$ cat config.mk
export PLATFORM = sky130hd
export DESIGN_NAME = mult_div_unit
export DESIGN_NICKNAME = d
export VERILOG_FILES = /design/src/rtl/mult_div_unit.sv
export SDC_FILE = /design/constraint.sdc
export NUM_CORES = 1
export LEC_CHECK = 0
export CAP_MARGIN = 20
export CORE_MARGIN = 5
export CORE_UTILIZATION = 46
export CTS_BUF_LIST = sky130_fd_sc_hd__clkbuf_4
export CTS_CLUSTER_SIZE = 28
export DETAILED_ROUTE_END_ITERATION = 10
export PLACE_DENSITY = 0.63
export SKIP_LAST_GASP = 1
export SLEW_MARGIN = 20
export SYNTH_ARGS = -nofsm -noshare
export SYNTH_HDL_FRONTEND = slang
export SYNTH_SLANG_ARGS = --single-unit
$ cat constraint.sdc
create_clock -name CLK -period 9.9 [get_ports CLK]
set_clock_uncertainty 0.2 [all_clocks]
set_input_delay 0.99 -clock CLK [delete_from_list [all_inputs] [get_ports CLK]]
set_output_delay 0.99 -clock CLK [all_outputs]
set_load 0.02 [all_outputs]
$ cat src/rtl/mult_div_unit.sv
// mult_div_unit: iterative 32-bit multiply/divide unit with private HI/LO.
//   Executes MULTU/MULT (radix-2 shift-add) and DIVU/DIV (restoring
//   division) in ITER cycles, plus one fix-up cycle for sign correction.
//   Uses a start/busy/done handshake.
// Ports:
//   CLK        clock, rising edge
//   reset      synchronous, active-low reset
//   start      request, sampled only in IDLE or DONE
//   op         00 MULTU, 01 MULT, 10 DIVU, 11 DIV
//   srcA       multiplicand / dividend (rs)
//   srcB       multiplier / divisor (rt)
//   busy       high in CALC and FIX
//   done       one-cycle completion pulse (DONE state)
//   divByZero  divide with srcB==0; held until the next accepted start
//   hi, lo     HI/LO registers (product high/low, or remainder/quotient)
module mult_div_unit #(
    parameter int WIDTH = 32,
    parameter int ITER  = 32
) (
    input  logic             CLK,
    input  logic             reset,
    input  logic             start,
    input  logic [1:0]       op,
    input  logic [WIDTH-1:0] srcA,
    input  logic [WIDTH-1:0] srcB,
    output logic             busy,
    output logic             done,
    output logic             divByZero,
    output logic [WIDTH-1:0] hi,
    output logic [WIDTH-1:0] lo
);
    localparam int CW = $clog2(ITER);

    typedef enum logic [1:0] {S_IDLE, S_CALC, S_FIX, S_DONE} state_t;

    state_t               state_q, state_d;
    logic [1:0]           op_q, op_d;
    logic                 neg_q, neg_d;     // result (product/quotient) negated
    logic                 rneg_q, rneg_d;   // remainder takes dividend sign
    logic                 zdiv_q, zdiv_d;   // divide-by-zero in flight
    logic [CW-1:0]        cnt_q, cnt_d;
    logic [WIDTH-1:0]     opnd_q, opnd_d;   // |multiplicand| or |divisor|
    // Shared work register. Multiply: {partial product hi, multiplier/low}.
    // Divide: {remainder, dividend shifting out / quotient shifting in}.
    logic [2*WIDTH-1:0]   w_q, w_d;
    logic [WIDTH-1:0]     hi_q, hi_d, lo_q, lo_d;
    logic                 dbz_q, dbz_d;

    // Operand conditioning at accept time
    logic                 a_neg, b_neg;
    logic [WIDTH-1:0]     mag_a, mag_b;

    assign a_neg = op[0] & srcA[WIDTH-1];
    assign b_neg = op[0] & srcB[WIDTH-1];
    assign mag_a = a_neg ? -srcA : srcA;
    assign mag_b = b_neg ? -srcB : srcB;

    // One multiply step: conditionally add multiplicand to the upper half,
    // then shift the whole 64-bit product right by one.
    logic [WIDTH:0]       madd;
    logic [2*WIDTH-1:0]   mul_next;

    assign madd     = {1'b0, w_q[2*WIDTH-1:WIDTH]} + (w_q[0] ? {1'b0, opnd_q} : '0);
    assign mul_next = {madd, w_q[WIDTH-1:1]};

    // One restoring divide step: 33-bit trial remainder against the divisor.
    // The remainder is always < divisor, so it fits back into 32 bits.
    logic [WIDTH:0]       shifted;
    logic                 ge;
    logic [WIDTH-1:0]     diff;
    logic [2*WIDTH-1:0]   div_next;

    assign shifted  = {w_q[2*WIDTH-1:WIDTH], w_q[WIDTH-1]};
    assign ge       = shifted >= {1'b0, opnd_q};
    assign diff     = shifted[WIDTH-1:0] - opnd_q;
    assign div_next = ge ? {diff, w_q[WIDTH-2:0], 1'b1}
                         : {shifted[WIDTH-1:0], w_q[WIDTH-2:0], 1'b0};

    // Sign fix-up values
    logic [2*WIDTH-1:0]   prod_fix;
    logic [WIDTH-1:0]     quo_fix, rem_fix;

    assign prod_fix = neg_q  ? -w_q : w_q;
    assign quo_fix  = neg_q  ? -w_q[WIDTH-1:0] : w_q[WIDTH-1:0];
    assign rem_fix  = rneg_q ? -w_q[2*WIDTH-1:WIDTH] : w_q[2*WIDTH-1:WIDTH];

    always_comb begin
        state_d = state_q;
        op_d    = op_q;
        neg_d   = neg_q;
        rneg_d  = rneg_q;
        zdiv_d  = zdiv_q;
        cnt_d   = cnt_q;
        opnd_d  = opnd_q;
        w_d     = w_q;
        hi_d    = hi_q;
        lo_d    = lo_q;
        dbz_d   = dbz_q;

        case (state_q)
            S_IDLE, S_DONE: begin
                if (start) begin
                    op_d   = op;
                    neg_d  = a_neg ^ b_neg;
                    rneg_d = a_neg;
                    cnt_d  = '0;
                    dbz_d  = 1'b0;
                    zdiv_d = 1'b0;
                    state_d = S_CALC;
                    if (op[1]) begin
                        opnd_d = mag_b;
                        w_d    = {{WIDTH{1'b0}}, mag_a};
                        if (srcB == '0) begin
                            // Keep the raw dividend; it becomes HI.
                            zdiv_d  = 1'b1;
                            w_d     = {{WIDTH{1'b0}}, srcA};
                            state_d = S_FIX;
                        end
                    end else begin
                        opnd_d = mag_a;
                        w_d    = {{WIDTH{1'b0}}, mag_b};
                    end
                end else if (state_q == S_DONE) begin
                    state_d = S_IDLE;
                end
            end
            S_CALC: begin
                cnt_d = cnt_q + 1'b1;
                w_d   = op_q[1] ? div_next : mul_next;
                if (cnt_q == CW'(ITER - 1))
                    state_d = S_FIX;
            end
            S_FIX: begin
                if (zdiv_q) begin
                    lo_d  = '1;
                    hi_d  = w_q[WIDTH-1:0];
                    dbz_d = 1'b1;
                end else if (op_q[1]) begin
                    lo_d = quo_fix;
                    hi_d = rem_fix;
                end else begin
                    lo_d = prod_fix[WIDTH-1:0];
                    hi_d = prod_fix[2*WIDTH-1:WIDTH];
                end
                state_d = S_DONE;
            end
            default: state_d = S_IDLE;
        endcase
    end

    always_ff @(posedge CLK) begin
        if (!reset) begin
            state_q <= S_IDLE;
            op_q    <= '0;
            neg_q   <= 1'b0;
            rneg_q  <= 1'b0;
            zdiv_q  <= 1'b0;
            cnt_q   <= '0;
            opnd_q  <= '0;
            w_q     <= '0;
            hi_q    <= '0;
            lo_q    <= '0;
            dbz_q   <= 1'b0;
        end else begin
            state_q <= state_d;
            op_q    <= op_d;
            neg_q   <= neg_d;
            rneg_q  <= rneg_d;
            zdiv_q  <= zdiv_d;
            cnt_q   <= cnt_d;
            opnd_q  <= opnd_d;
            w_q     <= w_d;
            hi_q    <= hi_d;
            lo_q    <= lo_d;
            dbz_q   <= dbz_d;
        end
    end

    assign busy      = (state_q == S_CALC) || (state_q == S_FIX);
    assign done      = (state_q == S_DONE);
    assign divByZero = dbz_q;
    assign hi        = hi_q;
    assign lo        = lo_q;

endmodule

-- After elaboration in Yosys (flattened, before gate mapping)
Index checks and enable logic that the tools add are counted.
Widths: inputs -> output; s select.
- flip-flop bits (word level): 173
- bits of input ports: 69
- output and inout bits: 67
- logic and storage cells: 71
- add/sub/neg operators: 8
- order comparisons: 1
- equality and inequality tests: 8
- mux-type cells: 30
- bitwise logic cells: 3
- reduce and logical (&&, ||, !) cells: 10
- operators by type and width (kind ; count):
    $mux 32 ; 11
    $mux 64 ; 5
    $neg 32->32 ; 4
    $pmux 64 s2 ; 1
    $neg 64->64 ; 1
    $add 32x32->33 ; 1
    $ge 33x32->1 ; 1
    $logic_not 32->1 ; 1
    $sub 32x32->32 ; 1
    $mux 2 ; 5
    $pmux 5 s2 ; 1
    $ne 2x2->1 const B ; 3
    $pmux 2 s3 ; 1
    $reduce_and 2->1 ; 3
    $add 5x1->5 const B ; 1
    $eq 5x5->1 const B ; 1
    $mux 5 ; 1
    $eq 2x2->1 const B ; 2
    $mux 1 ; 4
    $reduce_bool 2->1 ; 2
    $ne 3x3->1 const B ; 1
    $reduce_and 3->1 ; 1
    $and 1x1->1 ; 2
    $eq 2x1->1 const B ; 1
    5 further kinds ; 5

-- Depth between registers and ports, before layout
- depth in word-level cells: 6
- mapped depth: 14
- mapped depth without buffers: 13

-- Worst setup path before layout
OpenSTA, ideal clock, no wires.
- path type: in2reg
- start: input port srcB[3]
- end: register w_q[11]
- setup time: 0.122 ns
- arrival: 3.071 ns
- data required time: 9.578 ns
- path slack: 6.508 ns
- cell stages on the path: 10
- path buffers: 2
- path through: or3_1 -> buf_2 -> nor4b_4 -> nand4b_4 -> or3_1 -> buf_2 -> nand2_2 -> xor2_1 -> a21oi_1 -> a221o_1
- cells in the longest elaborated chain, start to end: 5
- elaborated cells on any way between the ends: 7
- classes of those cells: add/sub: 1; mux: 5; reduce/logical: 1
- ends and longest elaborated chain (element ; RTL line ; RTL):
    start: declaration ; 25 ; input logic [WIDTH-1:0] srcB,
    $neg 32->32 / $logic_not 32->1 (equally long branches) ; 56, 113 ;
    $mux 32 (on tied branches) ; 56, 113 ;
    $mux 64 * ; 110 ; if (op[1]) begin
    $mux 64 * ; 102 ; if (start) begin
    $pmux 64 s2 * ; 100 ; case (state_q)
    end signal: assignment ; 172 ; w_q <= w_d;
    end: declaration ; 45 ; logic [2*WIDTH-1:0] w_q, w_d;
Every way passes the cells marked *; elsewhere a longest branch is shown, timed or not. The select of a mux whose other input is x is not followed.
A chain may end at the register's enable or synchronous reset.

-- Worst setup path after layout
- start: register w_q[49]
- end: register w_q[49]
- cells in the longest elaborated chain, start to end: 4
- elaborated cells on any way between the ends: 5
- classes of those cells: add/sub: 1; order compare: 1; mux: 3
- ends and longest elaborated chain (element ; RTL line ; RTL):
    $ge 33x32->1 ; 74 ; assign ge = shifted >= {1'b0, opnd_q};
    $mux 64 ; 76 ; assign div_next = ge ? {diff, w_q[WIDTH-2:0], 1'b1}
    $mux 64 * ; 129 ; w_d = op_q[1] ? div_next : mul_next;
    $pmux 64 s2 * ; 100 ;
Every way passes the cells marked *; elsewhere a longest branch is shown, timed or not.

==> flow_summary.yaml <==
run_status:
  status: "finished, final reports clean"
place:
  hpwl_um: 43410
  port_buffers: 135
  placed_cells: 2489
  gp_congestion: 1.006
cts:
  cts_setup_buffers: 0
  tritoncts: "yes"
  clk_pin_slew_ps: 160
  clock-root-buffer: "clkbuf_4"
  cts_htree_levels: 4
  cts_made_buffers: 17
  cts_buffer_depth: 2
  clk_latency_ps: 650
  holdBufCountCts: 0
  cts_resized: 0
  clock_sinks: 172
sta:
  hold_viol: 0
  setup-violations-final: 0
  relSlewSlack: 0.2294
  tightest_slew_ps: 1155
  fin_crit_sh: 0.4550
  slew_violations: 0
  min_period_ps: 4505
  grt_setup_unrepaired: "false"
  fin_tns_setup_ps: 0
  timing.fmax_ghz: 0.2220
grt:
  met2_usage: 0.4756
  use_met3: 0.05113
  use_met1: 0.4416
  grt_busiest_layer: "met2"
  grt_pass1_vias: 14809
  grt_pass1_wl_um: 88710
  grt_usage: 0.3113
  grt_max_degree: 78
  antenna_found_initial: 2
  grt-ovfl-total: 0
critical_path:
  cp_num_buf_inv: 1
  crit_required_ps: 10250
  cpMostUsedCell: "mux2i_1"
  worstRegToRegCells: 11
  slowest_delay_ps: 710
  start_kind: "flop"
  crit_cells: 11
  critPathLaunch: "w_q[49]"
  crit_path_end: "w_q[49]"
  r2r-end: "w_q[49]"
  rrSetupSlack_ps: 5400
  crit_family: "compound AO/OA/AOI/OAI gates"
  rr_startpoint: "w_q[49]"
  crit_arrival_ps: 4860
  critPathKind: "flop to flop"
  path_max_fanout: 28
  slowest_stage: "dfxtp_1"
  endpoint_kind: "flop"
  crit_chain: "ha_1, a21oi_1, o22ai_1, o31ai_1, nand4_1, o21ai_1, nand2_2, buf_4, mux2i_1, mux2i_1, a22o_1"
yosys:
  syn_inst: 2035
  synth_area_mm2: 0.01506
  synth-edff-count: 0
  synth_top_area_share: 0.2287
  yosysSeqAreaShare: 0.2287
  synth.net_count: 2179
  synth.distinct_cells: 87
  ys.flop_type: "dfxtp_1"
  synth_area_per_cell_um2: 7.399
  synth_top_area_cell: "dfxtp_1"
  ys_ff_latch: 172
  yosys_warnings: 0
  synthArstFlopShare: 0
  yosys-top-cells-area: "dfxtp_1 23%, a21oi_1 7.1%, ha_1 6.1%"
drt:
  via_per_inst: 6.324
  drc: 0
  ant_nets: 0
  wire_per_inst_um: 22.95
  drt-initial-drc-count: 1750
  vias: 15955
  first_pass_iters: 6
  wirelength_um: 57910
flow_run:
  drv_cap: 0
die:
  io_pins: 136
  dieArea_mm2: 0.03645
  core_mm2: 0.03245
  start_util: 0.4640
  die_w_um: 190.9
  chipHeight_um: 190.9
  num_rows: 66
cells_and_area:
  final_cell_count_no_fill: 2523
  final.fill_count: 3264
  seqCellArea_mm2: 0.003447
  nNetsFinal: 2210
  multiInputGateArea_mm2: 0.01075
  area_delta_synth_final_pct: 12.31
  drive_gt1_frac: 0.04714
power_and_ir_drop:
  power_leakage_nw: 6.741
  power.density_mw_per_mm2: 204.5
  total_power_mw: 3.458
  peakVddDrop_uv: 114.3
min_path:
  hold_class: "flop to flop"
-- cell usage after synthesis (10+ instances only) --
master and number:
nor3_1 32, a22oi_1 14, a21oi_1 215, nand2_1 189, nor4_1 16, o31ai_1 29, buf_1 15, a22o_1 23
inv_1 76, o211ai_1 35, nand3_1 53, a31oi_1 13, o41ai_1 13, and3_1 28, buf_2 18, or3_1 17
o221ai_1 10, xnor2_1 98, o21ai_0 144, dfxtp_1 172, nor2_1 169, xor2_1 94, o21bai_1 11, or4_1 15
o21ai_1 29, a21o_1 42, and2_1 11, nand4_1 27, clkbuf_1 108, mux2i_1 64, a211oi_1 24, a221oi_1 24
ha_1 73
-- how the worst min path moves through the flow --
stage | cells past startpoint | start | slack, ps | end
after global routing | 2 | opnd_q[2] | 290 | opnd_q[2]
after CTS | 2 | opnd_q[2] | 270 | opnd_q[2]
after global placement | 2 | opnd_q[10] | 240 | opnd_q[10]
after detailed placement | 2 | opnd_q[2] | 250 | opnd_q[2]
after floorplan | 2 | opnd_q[11] | 230 | opnd_q[11]
final | 2 | opnd_q[10] | 260 | opnd_q[10]
-- cells by family after synthesis --
kind of cell | share of synthesized area
adder cells (fa/ha/maj) | 0.06332
multiplexers | 0.04404
buffers and inverters | 0.05867
AO/OA/AOI/OAI | 0.2897
flip-flops | 0.2287
XOR/XNOR | 0.1117
AND/OR/NAND/NOR | 0.2039
-- final cells by class --
| cell class | instances | share of cell area |
|---|---|---|
| Tap cell | 442 | 0.03270 |
| Clock inverter | 15 | 0.01347 |
| Multi-Input combinational cell | 1639 | 0.6355 |
| Antenna cell | 2 | 0.0002959 |
| Sequential cell | 172 | 0.2038 |
| Inverter | 79 | 0.01753 |
| Clock buffer | 17 | 0.007547 |
| Timing Repair Buffer | 157 | 0.08908 |
-- worst reg2reg max path, cell delays in order, from the launching register on --
cell     delay [ps]
dfxtp_1         710
ha_1            450
a21oi_1         440
o22ai_1         200
o31ai_1         510
nand4_1         140
o21ai_1         400
nand2_2         390
buf_4           390
mux2i_1         210
mux2i_1         130
a22o_1          220
-- sequential cells by signal (all words and copies together) (netlist names), 2 cells and up --
signal	cells
w_q	64
hi	32
lo	32
opnd_q	32
cnt_q	5
state_q	2
-- layout by cell type, fill, tap and decap left out, types with 8 or more instances in the layout --
master           instances
a221oi_1                24
a221o_1                  8
a21oi_1                215
or4_1                   15
clkdlybuf4s50_1        133
o211ai_1                35
xnor2_1                 98
a22o_1                  23
o221ai_1                10
nand2_1                189
inv_1                   76
dfxtp_1                171
nand3_1                 53
or3_1                   17
and2_1                  11
o21ai_1                 29
o21ai_0                144
o41ai_1                 13
nand2b_1                 8
ha_1                    72
a22oi_1                 14
buf_4                   22
o31ai_1                 29
nand4_1                 27
mux2i_1                 64
clkbuf_4                17
o21bai_1                11
xor2_1                  94
nor2_1                 165
and3_1                  28
nor4_1                  16
a21o_1                  42
nor3_1                  32
a211oi_1                24
a31oi_1                 13
-- metal layers --
layer	vias up	routed length (um)
met5	-	0
met1	7564	25730
met4	0	2208
li1	7475	-
met3	124	4853
met2	792	25120
-- report_power, final --
group	switching [mW]	internal (mW)	total (mW)
Clock	0.303	0.210	0.514
Sequential	0.252	0.832	1.08
Combinational	1.17	0.693	1.86
Total	1.72	1.74	3.46
-- metrics by stage --
step | setup slack [ps] | utilization | instance area [um^2] | hold slack, ps
after detailed placement | 5381 | 0.5100 | 16550 | 249.0
final | 5395 | 0.5211 | 16910 | 264.7
after global placement | 5425 | 0.5100 | 16550 | 242.2
after floorplan | 6508 | - | 15060 | 231.9
after global routing | 5192 | 0.5211 | 16910 | 285.7
after CTS | 5563 | 0.5209 | 16910 | 269.3
Note: power is estimated with default switching activity, not from simulation.
